==> config.mk <==
export PLATFORM = sky130hd
export DESIGN_NAME = demux_stream_sched
export DESIGN_NICKNAME = d
export VERILOG_FILES = /design/src/rtl/demux_stream_sched.sv
export SDC_FILE = /design/constraint.sdc
export NUM_CORES = 1
export LEC_CHECK = 0
export CORE_MARGIN = 2
export CORE_UTILIZATION = 33
export CTS_CLUSTER_SIZE = 25
export DETAILED_ROUTE_END_ITERATION = 8
export MAX_ROUTING_LAYER = met4
export PLACE_DENSITY = 0.74
export SYNTH_ARGS = -nofsm -noshare
export SYNTH_HDL_FRONTEND = slang
export SYNTH_HIERARCHICAL = 1
export SYNTH_SLANG_ARGS = --single-unit
==> constraint.sdc <==
create_clock -name clk -period 1.5 [get_ports clk]
set_input_delay 0.3 -clock clk [delete_from_list [all_inputs] [get_ports clk]]
set_output_delay 0.3 -clock clk [all_outputs]
set_load 0.1 [all_outputs]
==> src/rtl/demux_stream_sched.sv <==
// demux_stream_sched: valid/ready sequencer for a 1-to-NUM_OUT demultiplexer.
//   Each accepted input beat is held in a one-entry output register and presented
//   on exactly one output channel. The channel comes from a round-robin pointer
//   (mode=0) or from the beat's in_sel (mode=1). A drain and a new accept can
//   happen in the same cycle, so the block sustains one beat per cycle.
//
// Ports:
//   clk, rst_n           clock, asynchronous active-low reset
//   mode                 0 = round-robin, 1 = explicit select (sampled per beat)
//   in_valid/in_ready    input handshake; in_data payload, in_sel destination
//   out_valid[NUM_OUT]   one-hot (or zero) valid; out_ready[NUM_OUT] consumer ready
//   out_data             held payload, shared by all outputs
//   bad_sel              1-cycle pulse: beat dropped because in_sel >= NUM_OUT
//   rr_ptr               next round-robin destination
//   timeout              1-cycle pulse: stalled beat discarded (STALL_TIMEOUT_EN only)
//
// Optional feature macro: STALL_TIMEOUT_EN (stall counter + timeout port).

// One output lane: decodes the held destination and reports a drain on this lane.
module demux_stream_sched_lane #(
  parameter int SEL_W = 1,
  parameter int IDX   = 0
) (
  input  logic             hold,
  input  logic [SEL_W-1:0] dest,
  input  logic             ready,
  output logic             valid,
  output logic             drain
);
  assign valid = hold && (dest == SEL_W'(IDX));
  assign drain = valid && ready;
endmodule

module demux_stream_sched #(
  parameter int NUM_OUT = 2,
  parameter int SEL_W   = 1,
  parameter int DATA_W  = 8,
  parameter int TIMEOUT = 16
) (
  input  logic               clk,
  input  logic               rst_n,
  input  logic               mode,
  input  logic               in_valid,
  output logic               in_ready,
  input  logic [DATA_W-1:0]  in_data,
  input  logic [SEL_W-1:0]   in_sel,
  output logic [NUM_OUT-1:0] out_valid,
  input  logic [NUM_OUT-1:0] out_ready,
  output logic [DATA_W-1:0]  out_data,
  output logic               bad_sel,
  output logic [SEL_W-1:0]   rr_ptr
`ifdef STALL_TIMEOUT_EN
  ,
  output logic               timeout
`endif
);

  typedef enum logic {EMPTY, HOLD} state_t;

  state_t              state, state_nxt;
  logic [SEL_W-1:0]    dest, dest_nxt, acc_dest, rr_nxt;
  logic [DATA_W-1:0]   data_nxt;
  logic [NUM_OUT-1:0]  lane_drain;
  logic                drain, accept, dest_ok, bad_nxt;
`ifdef STALL_TIMEOUT_EN
  logic [7:0]          stall_cnt, stall_nxt;
  logic                to_nxt;
`endif

  for (genvar i = 0; i < NUM_OUT; i++) begin : g_lane
    demux_stream_sched_lane #(.SEL_W(SEL_W), .IDX(i)) u_lane (
      .hold  (state == HOLD),
      .dest  (dest),
      .ready (out_ready[i]),
      .valid (out_valid[i]),
      .drain (lane_drain[i])
    );
  end

  // Only the destination lane can drain, so OR-reducing the lanes ignores
  // out_ready on every other output.
  assign drain    = |lane_drain;
  // Bypass: a draining beat frees the register for a same-cycle accept.
  // in_ready never depends on in_valid.
  assign in_ready = (state == EMPTY) || drain;
  assign accept   = in_valid && in_ready;
  assign acc_dest = mode ? in_sel : rr_ptr;
  assign dest_ok  = {{(32-SEL_W){1'b0}}, acc_dest} < 32'(NUM_OUT);

  always_comb begin
    state_nxt = state;
    dest_nxt  = dest;
    data_nxt  = out_data;
    rr_nxt    = rr_ptr;
    bad_nxt   = 1'b0;
`ifdef STALL_TIMEOUT_EN
    stall_nxt = '0;
    to_nxt    = 1'b0;
`endif
    if (accept && !mode)
      rr_nxt = (rr_ptr == SEL_W'(NUM_OUT-1)) ? '0 : rr_ptr + 1'b1;
    // An out-of-range beat is swallowed. It leaves the held beat alone, apart
    // from a drain that happens in the same cycle.
    if (accept && !dest_ok)
      bad_nxt = 1'b1;
    case (state)
      EMPTY: begin
        if (accept && dest_ok) begin
          state_nxt = HOLD;
          dest_nxt  = acc_dest;
          data_nxt  = in_data;
        end
      end
      HOLD: begin
        if (accept && dest_ok) begin
          dest_nxt  = acc_dest;
          data_nxt  = in_data;
        end else if (drain) begin
          state_nxt = EMPTY;
        end
`ifdef STALL_TIMEOUT_EN
        else if (stall_cnt == 8'(TIMEOUT-1)) begin
          state_nxt = EMPTY;
          to_nxt    = 1'b1;
        end else begin
          stall_nxt = stall_cnt + 8'd1;
        end
`endif
      end
      default: state_nxt = EMPTY;
    endcase
  end

  always_ff @(posedge clk or negedge rst_n) begin
    if (!rst_n) begin
      state     <= EMPTY;
      dest      <= '0;
      out_data  <= '0;
      rr_ptr    <= '0;
      bad_sel   <= 1'b0;
`ifdef STALL_TIMEOUT_EN
      stall_cnt <= '0;
      timeout   <= 1'b0;
`endif
    end else begin
      state     <= state_nxt;
      dest      <= dest_nxt;
      out_data  <= data_nxt;
      rr_ptr    <= rr_nxt;
      bad_sel   <= bad_nxt;
`ifdef STALL_TIMEOUT_EN
      stall_cnt <= stall_nxt;
      timeout   <= to_nxt;
`endif
    end
  end

endmodule

* After elaboration in Yosys (flattened, before gate mapping) *
Cells that the tools add are included.

word-level totals
  input port bits = 15
  output and inout bits = 13
  register bits after elaboration = 11

operators by class
  mux-type cells = 8
  bitwise logic cells = 2
  reductions and logical operators = 9
  add/sub/neg operators = 1

operators with widths
  kind                 count
  $mux 8               1
  $logic_and 1x1->1    6
  $mux 1               6
  $not 1->1            2
  $pmux 1 s2           1
  $reduce_or 2->1      1
  $add 1x1->1 const B  1
  $logic_not 1->1      1
  $logic_or 1x1->1     1

* Depth between registers and ports, before layout *
Gate-level depths: netlist (run 1).

  word-level depth = 8
  mapped depth = 5
  depth with buffers taken out = 4

* By module *
The synthesis (run 1) kept the hierarchy.

by module, submodules not included
  module                                       cells an instance  instances  area an instance (µm²)  sequential area each (µm²)
  demux_stream_sched                           30                 1          491.7                   275.3
  demux_stream_sched_lane at g_lane[0].u_lane  2                  1          15.0                    0.0
  demux_stream_sched_lane at g_lane[1].u_lane  2                  1          12.5                    0.0

* Least setup slack after synthesis (run 1) *
Ideal clock, no wire load.

  path kind = reg2out
  start = reg dest
  end = out out_valid[0]
  arrival = 1731 ps
  data required time = 1200 ps
  cell stages (with the launch flop) = 2
  slack = -531 ps
  path buffers = 0
  cells stage by stage = dfrtp_1 > nor2b_1

on the way
  word-level cells in the longest chain between the ends = 2

RTL lines
  element                 RTL line  RTL
  start, declared         61        logic [SEL_W-1:0] dest, dest_nxt, acc_dest, rr_nxt;
  start signal, assigned  147       dest <= dest_nxt;
  $not 1->1               30        assign valid = hold && (dest == SEL_W'(IDX));
  $logic_and 1x1->1       30
  end, declared           47        output logic [NUM_OUT-1:0] out_valid,

Every way passes these cells.

* Worst setup path after layout (run 1) *
  start = in out_ready[1]
  end = out in_ready

on the way
  word-level cells in the longest chain between the ends = 3

RTL lines
  element            RTL line  RTL
  start, declared    48        input logic [NUM_OUT-1:0] out_ready,
  $logic_and 1x1->1  31        assign drain = valid && ready;
  net lane_drain[1]  63        logic [NUM_OUT-1:0] lane_drain;
  $reduce_or 2->1    82        assign drain = |lane_drain;
  $logic_or 1x1->1   85        assign in_ready = (state == EMPTY) || drain;
  end, declared      44        output logic in_ready,

The timed path passes the listed nets, and every way through them passes these cells.

==> summary.txt, run 1 <==
Status = finished, violations left
Failing checks = setup timing
Pre-Repair DR Iteration Count = 3
Slew Viols, Final = 0
Cell chain of the critical path = clkdlybuf4s50_1 -> and3_1 -> or3b_4 -> buf_12
PortBufs = 26
Post-route DRC = 0
Final clock skew = 0.00196 ns
Top-count cell post-synth = dfrtp_1
Complex-gate fraction of the synthesized area = 2.17%
Hold_ws = 0.353 ns
Crit path largest cell delay = 0.41 ns
Max Fanout on Critical Path = 2
Worst path bufs/invs = 2
Finished Core Util = 65.8%
Crit. End Element = output pin
Syn_area_per_cell = 15.3 sq um
Syn Inst Count = 34
Post-layout min period = 1.72 ns
Simple-gate share of the synthesized area = 13.7%
Warnings from Yosys = 6
DR iter-0 viols = 4
Startpoint types = input port
Area growth, synth to finish = 88.7%
Placeable Area = 1490 sq um
Fmax = 581 MHz
Critical Path Start = out_ready[1]
Largest net degree at the start of global routing = 12
CTS tree = done
Async set-or-reset flop fraction in the synthesized netlist = 100%
CTS Buffer Depth = 2
Post-synth EDFFs = 0
Final period util = 115%
# setup viols final = 13
Largest family of logic cells by synthesized area = multiplexers
# diodes = 0
CP required = 1.20 ns
Arr. time, crit path = 1.42 ns
Post-DP HPWL = 890 um
Seq/Total Area, Yosys = 53.0%
Die width = 43.7 um
Final wirelength = 1160 um
IO Pins = 28
Reg-to-Reg Start = state
Post-CTS Hold Buffers = 0
Post-synth top flop = dfrtp_1
CTS Root Buffer Type = clkbuf_4
Yosys top cell area share = 53.0%
Antenna viol nets, final = 0
# nets final = 84
Routed WL per cell = 13.8 um
Initial core utilization = 34.9%
GRT Util Overall = 14.7%
List of most frequent post-synthesis cells = dfrtp_1, mux2_4
Worst-path clk slew = 0.07 ns
RSZ-0062 raised after global routing = true
Final worst setup slack = -0.222 ns
Synthesized Nets = 49
Post-synth top area cell = dfrtp_1
Vias in the first global route = 417
WS Path Type = in2out
Initial antenna violation count = 0
Layout cell share with drive strength beyond 1 = 48.5%
Clk sinks = 11
Place WS = -0.410 ns
XOR/XNOR Fraction of Synth Area = 1.69%
Detailed-route via count = 384
CP top delay family = buffers and inverters
Synthesized flop and latch total = 11
Via density = 4.57
Final setup TNS = -1.90 ns
Total gr overflow = 0
Clk_lat worst skew = 0.27 ns
MaxCap Viol Count = 0
Synth Cell Area = 519 sq um
Final Hold Fails = 0
CTS Buf Count = 3
FP Rows = 14
Die height = 43.7 um
Hold Crit Class = in2async
Fillers = 109
Die area = 1910 sq um
Global-route wire length before repair = 1870 um
H-Tree Depth = 1
Post-Synth Adder-Cell Area = 0%
RePlAce Congestion = 0.657
Mux contribution to synthesized area = 25.1%
Largest cells by area after synthesis = dfrtp_1, mux2_4, nand2_8
Unique masters post-synth = 17
Slowest cell on the critical path = clkdlybuf4s50_1
==> timing repair <==
| item | in CTS | in global routing |
|---|---|---|
| setup endpoints to repair | 11 | 12 |
| gates cloned | 0 | 0 |
| hold endpoints to repair | 0 | 0 |
| setup buffers | 1 | 1 |
| pin swaps | 3 | 0 |
| resized for setup | 2 | 0 |
==> registers in the layout, indices dropped and copies added, names as in the netlist <==
name / cells
state: 1
rr_ptr: 1
dest: 1
out_data: 8
==> worst paths after layout <==
kind,cells past startpoint,endpoint,slack [ns]
min in group clk,1,rr_ptr,0.56
setup / recovery,4,in_ready,-0.22
max in group asynchronous,1,out_data[0],0.83
setup reg to reg,5,out_data[7],-0.18
hold reg to reg,1,rr_ptr,0.56
hold / removal,1,out_data[1],0.35
==> cell type report <==
class                   count  area (sq um)  area share, %
well taps                  16          20.0           2.04
repair buffers             32           424           43.3
multi-input cells          21           234           23.9
flip-flops and latches     11           275           28.1
clock buffers               4          26.3           2.68
==> stage by stage <==
step	cell area, sq um	instances
6_report	980	84
5_1_grt	980	84
4_1_cts	972	83
3_5_place_dp	936	78
3_3_place_gp	936	78
2_1_floorplan	533	34
==> cell families (layout without fill, tap and decap cells) <==
kind of cell / Yosys count / in the layout
mux: 9 / 9
simple gates: 8 / 8
compound gates: 2 / 2
buf+inv: 2 / 36
flops: 11 / 11
other cells: 1 / 1
xor+xnor: 1 / 1
==> layer usage <==
metal	share of wire (%)	global-route usage [%]
met5	0	-
met4	0	10.9
met3	3.1	2.50
met2	62	24.4
met1	35	15.5
==> layout by cell type (no fill, tap or decap), drive strengths merged <==
| master | instances |
|---|---|
| a21oi | 1 |
| a31oi | 1 |
| and2 | 1 |
| and3 | 1 |
| and3b | 1 |
| buf | 18 |
| clkbuf | 4 |
| clkdlybuf4s50 | 13 |
| conb | 1 |
| dfrtp | 11 |
| dlygate4sd2 | 1 |
| mux2 | 8 |
| mux2i | 1 |
| nand2 | 1 |
| nand3b | 1 |
| nor2b | 1 |
| or2b | 1 |
| or3b | 1 |
| xnor2 | 1 |
Power of run 1 is not shown: default switching activity piles up to over one toggle a cycle in this logic, so the estimate is an artifact.
==> inputs of run 2 (changes only) <==
--- a/config.mk
+++ b/config.mk
@@ -5,7 +5,7 @@
 export SDC_FILE = /design/constraint.sdc
 export NUM_CORES = 1
 export LEC_CHECK = 0
-export CORE_MARGIN = 2
+export CORE_MARGIN = 4
 export CORE_UTILIZATION = 33
 export CTS_CLUSTER_SIZE = 25
 export DETAILED_ROUTE_END_ITERATION = 8
==> run 2 against run 1 <==
Net effect: the run still ends with setup timing left; worst hold slack gained 0.016 ns; non-clock buffer count grew 1; wire length grew 6.9%; critical endpoint unchanged; highest routed layer is now met4.
==> summary.txt, run 2 (synthesis results as in run 1) <==
DR iter-0 viols = 1
# setup viols final = 13
Final instance area = 986 sq um
Post-route DRC = 0
Area growth, synth to finish = 89.9%
Worst-margin pin slew = 0.507 ns
Die height = 47.7 um
Vias in the first global route = 406
Rel. slew slack = 66.1%
Routed WL per cell = 14.6 um
MaxCap Viol Count = 0
Critical Path Start = state
Final worst setup slack = -0.213 ns
Placeable Area = 1490 sq um
Global-route wire length before repair = 1750 um
# diodes = 0
IO Pins = 28
RSZ-0062 raised after global routing = true
Clk sinks = 11
Final setup TNS = -1.98 ns
Reg2Reg Setup Slack = -0.17 ns
Most frequent cells in the layout = clkdlybuf4s50_1, buf_12, dfrtp_1
Via density = 4.55
Slew Viols, Final = 0
Largest net degree at the start of global routing = 12
CTS Buf Count = 3
Placed cell areas = 936 sq um
Post-CTS Hold Buffers = 0
Final clock skew = 0.000841 ns
Failing checks = setup timing
Pre-Repair DR Iteration Count = 2
CP required = 1.20 ns
Detailed-route via count = 387
Final period util = 114%
Hold Crit Class = in2async
Status = finished, violations left
RePlAce Congestion = 0.596
CTS Buffer Depth = 2
CTS tree = done
Initial core utilization = 34.9%
PortBufs = 26
Final wirelength = 1240 um
Fmax = 584 MHz
Total gr overflow = 0
Die area = 2270 sq um
Layout cell share with drive strength beyond 1 = 47.8%
Reg with most FFs = out_data
FP Rows = 14
Clk_lat worst skew = 0.27 ns
Startpoint types = flip-flop
Antenna viol nets, final = 0
Max Fanout on Critical Path = 3
Final Hold Fails = 0
GRT Util Overall = 12.3%
H-Tree Depth = 1
Die width = 47.7 um
Initial antenna violation count = 0
Post-layout min period = 1.71 ns
Arr. time, crit path = 1.41 ns
WS Path Type = reg2out
Hold_ws = 0.368 ns
Reg-to-Reg Start = state
# nets final = 85
Post-DP HPWL = 979 um
CTS Root Buffer Type = clkbuf_4
Max reg flops = 8
Crit. End Element = output pin
Worst-path clk slew = 0.07 ns
==> run 2: layer usage <==
metal | wire length (um) | track usage, %
met5 | 0 | -
met4 | 27 | 8.06
met3 | 69 | 1.13
met2 | 734 | 21.9
met1 | 407 | 12.7
==> run 2: layout make-up <==
class | count | area [sq um]
clock buffers | 4 | 26.3
multi-input cells | 21 | 230
well taps | 16 | 20.0
fillers | 112 | 503
flip-flops and latches | 11 | 275
repair buffers | 33 | 434
==> run 2: critical path, stage by stage (launching register included) <==
cell and delay (ns):
dfrtp_1 0.39, and3_1 0.17, or3b_4 0.41, buf_12 0.18
==> run 2: repair_timing <==
item | in CTS | in global routing
cloned | 0 | 0
pin swaps | 3 | 2
endpoints found under the setup margin | 11 | 14
buffers inserted | 2 | 1
endpoints found under the hold margin | 0 | 0
resized for setup | 1 | 1
==> run 2: path summary, 6_finish.rpt <==
path / end / cells after the start
worst min-delay path: out_data[5] / 1
worst max-delay path: in_ready / 3
max in group asynchronous: state / 1
worst max register to register: out_data[4] / 5
min in group clk: rr_ptr / 1
worst min register to register: rr_ptr / 1
==> run 2: through the flow <==
step	util, %	worst slack (ns)	cells
finish	66.2	-0.213	85
global route	66.2	-0.257	85
CTS	65.5	-0.220	84
detailed placement	62.9	-0.394	78
global placement	62.9	-0.368	78
floorplan	-	-0.134	34
Power of run 2 is left out for the same reason.
==> inputs of run 3 (changes only) <==
--- a/config.mk
+++ b/config.mk
@@ -11,6 +11,7 @@
 export DETAILED_ROUTE_END_ITERATION = 8
 export MAX_ROUTING_LAYER = met4
 export PLACE_DENSITY = 0.74
+export SKIP_LAST_GASP = 1
 export SYNTH_ARGS = -nofsm -noshare
 export SYNTH_HDL_FRONTEND = slang
 export SYNTH_HIERARCHICAL = 1
==> results of run 3 <==
No change in the layout: final DEF, timing and power equal those of run 2.
Power of run 3 is left out for the same reason.
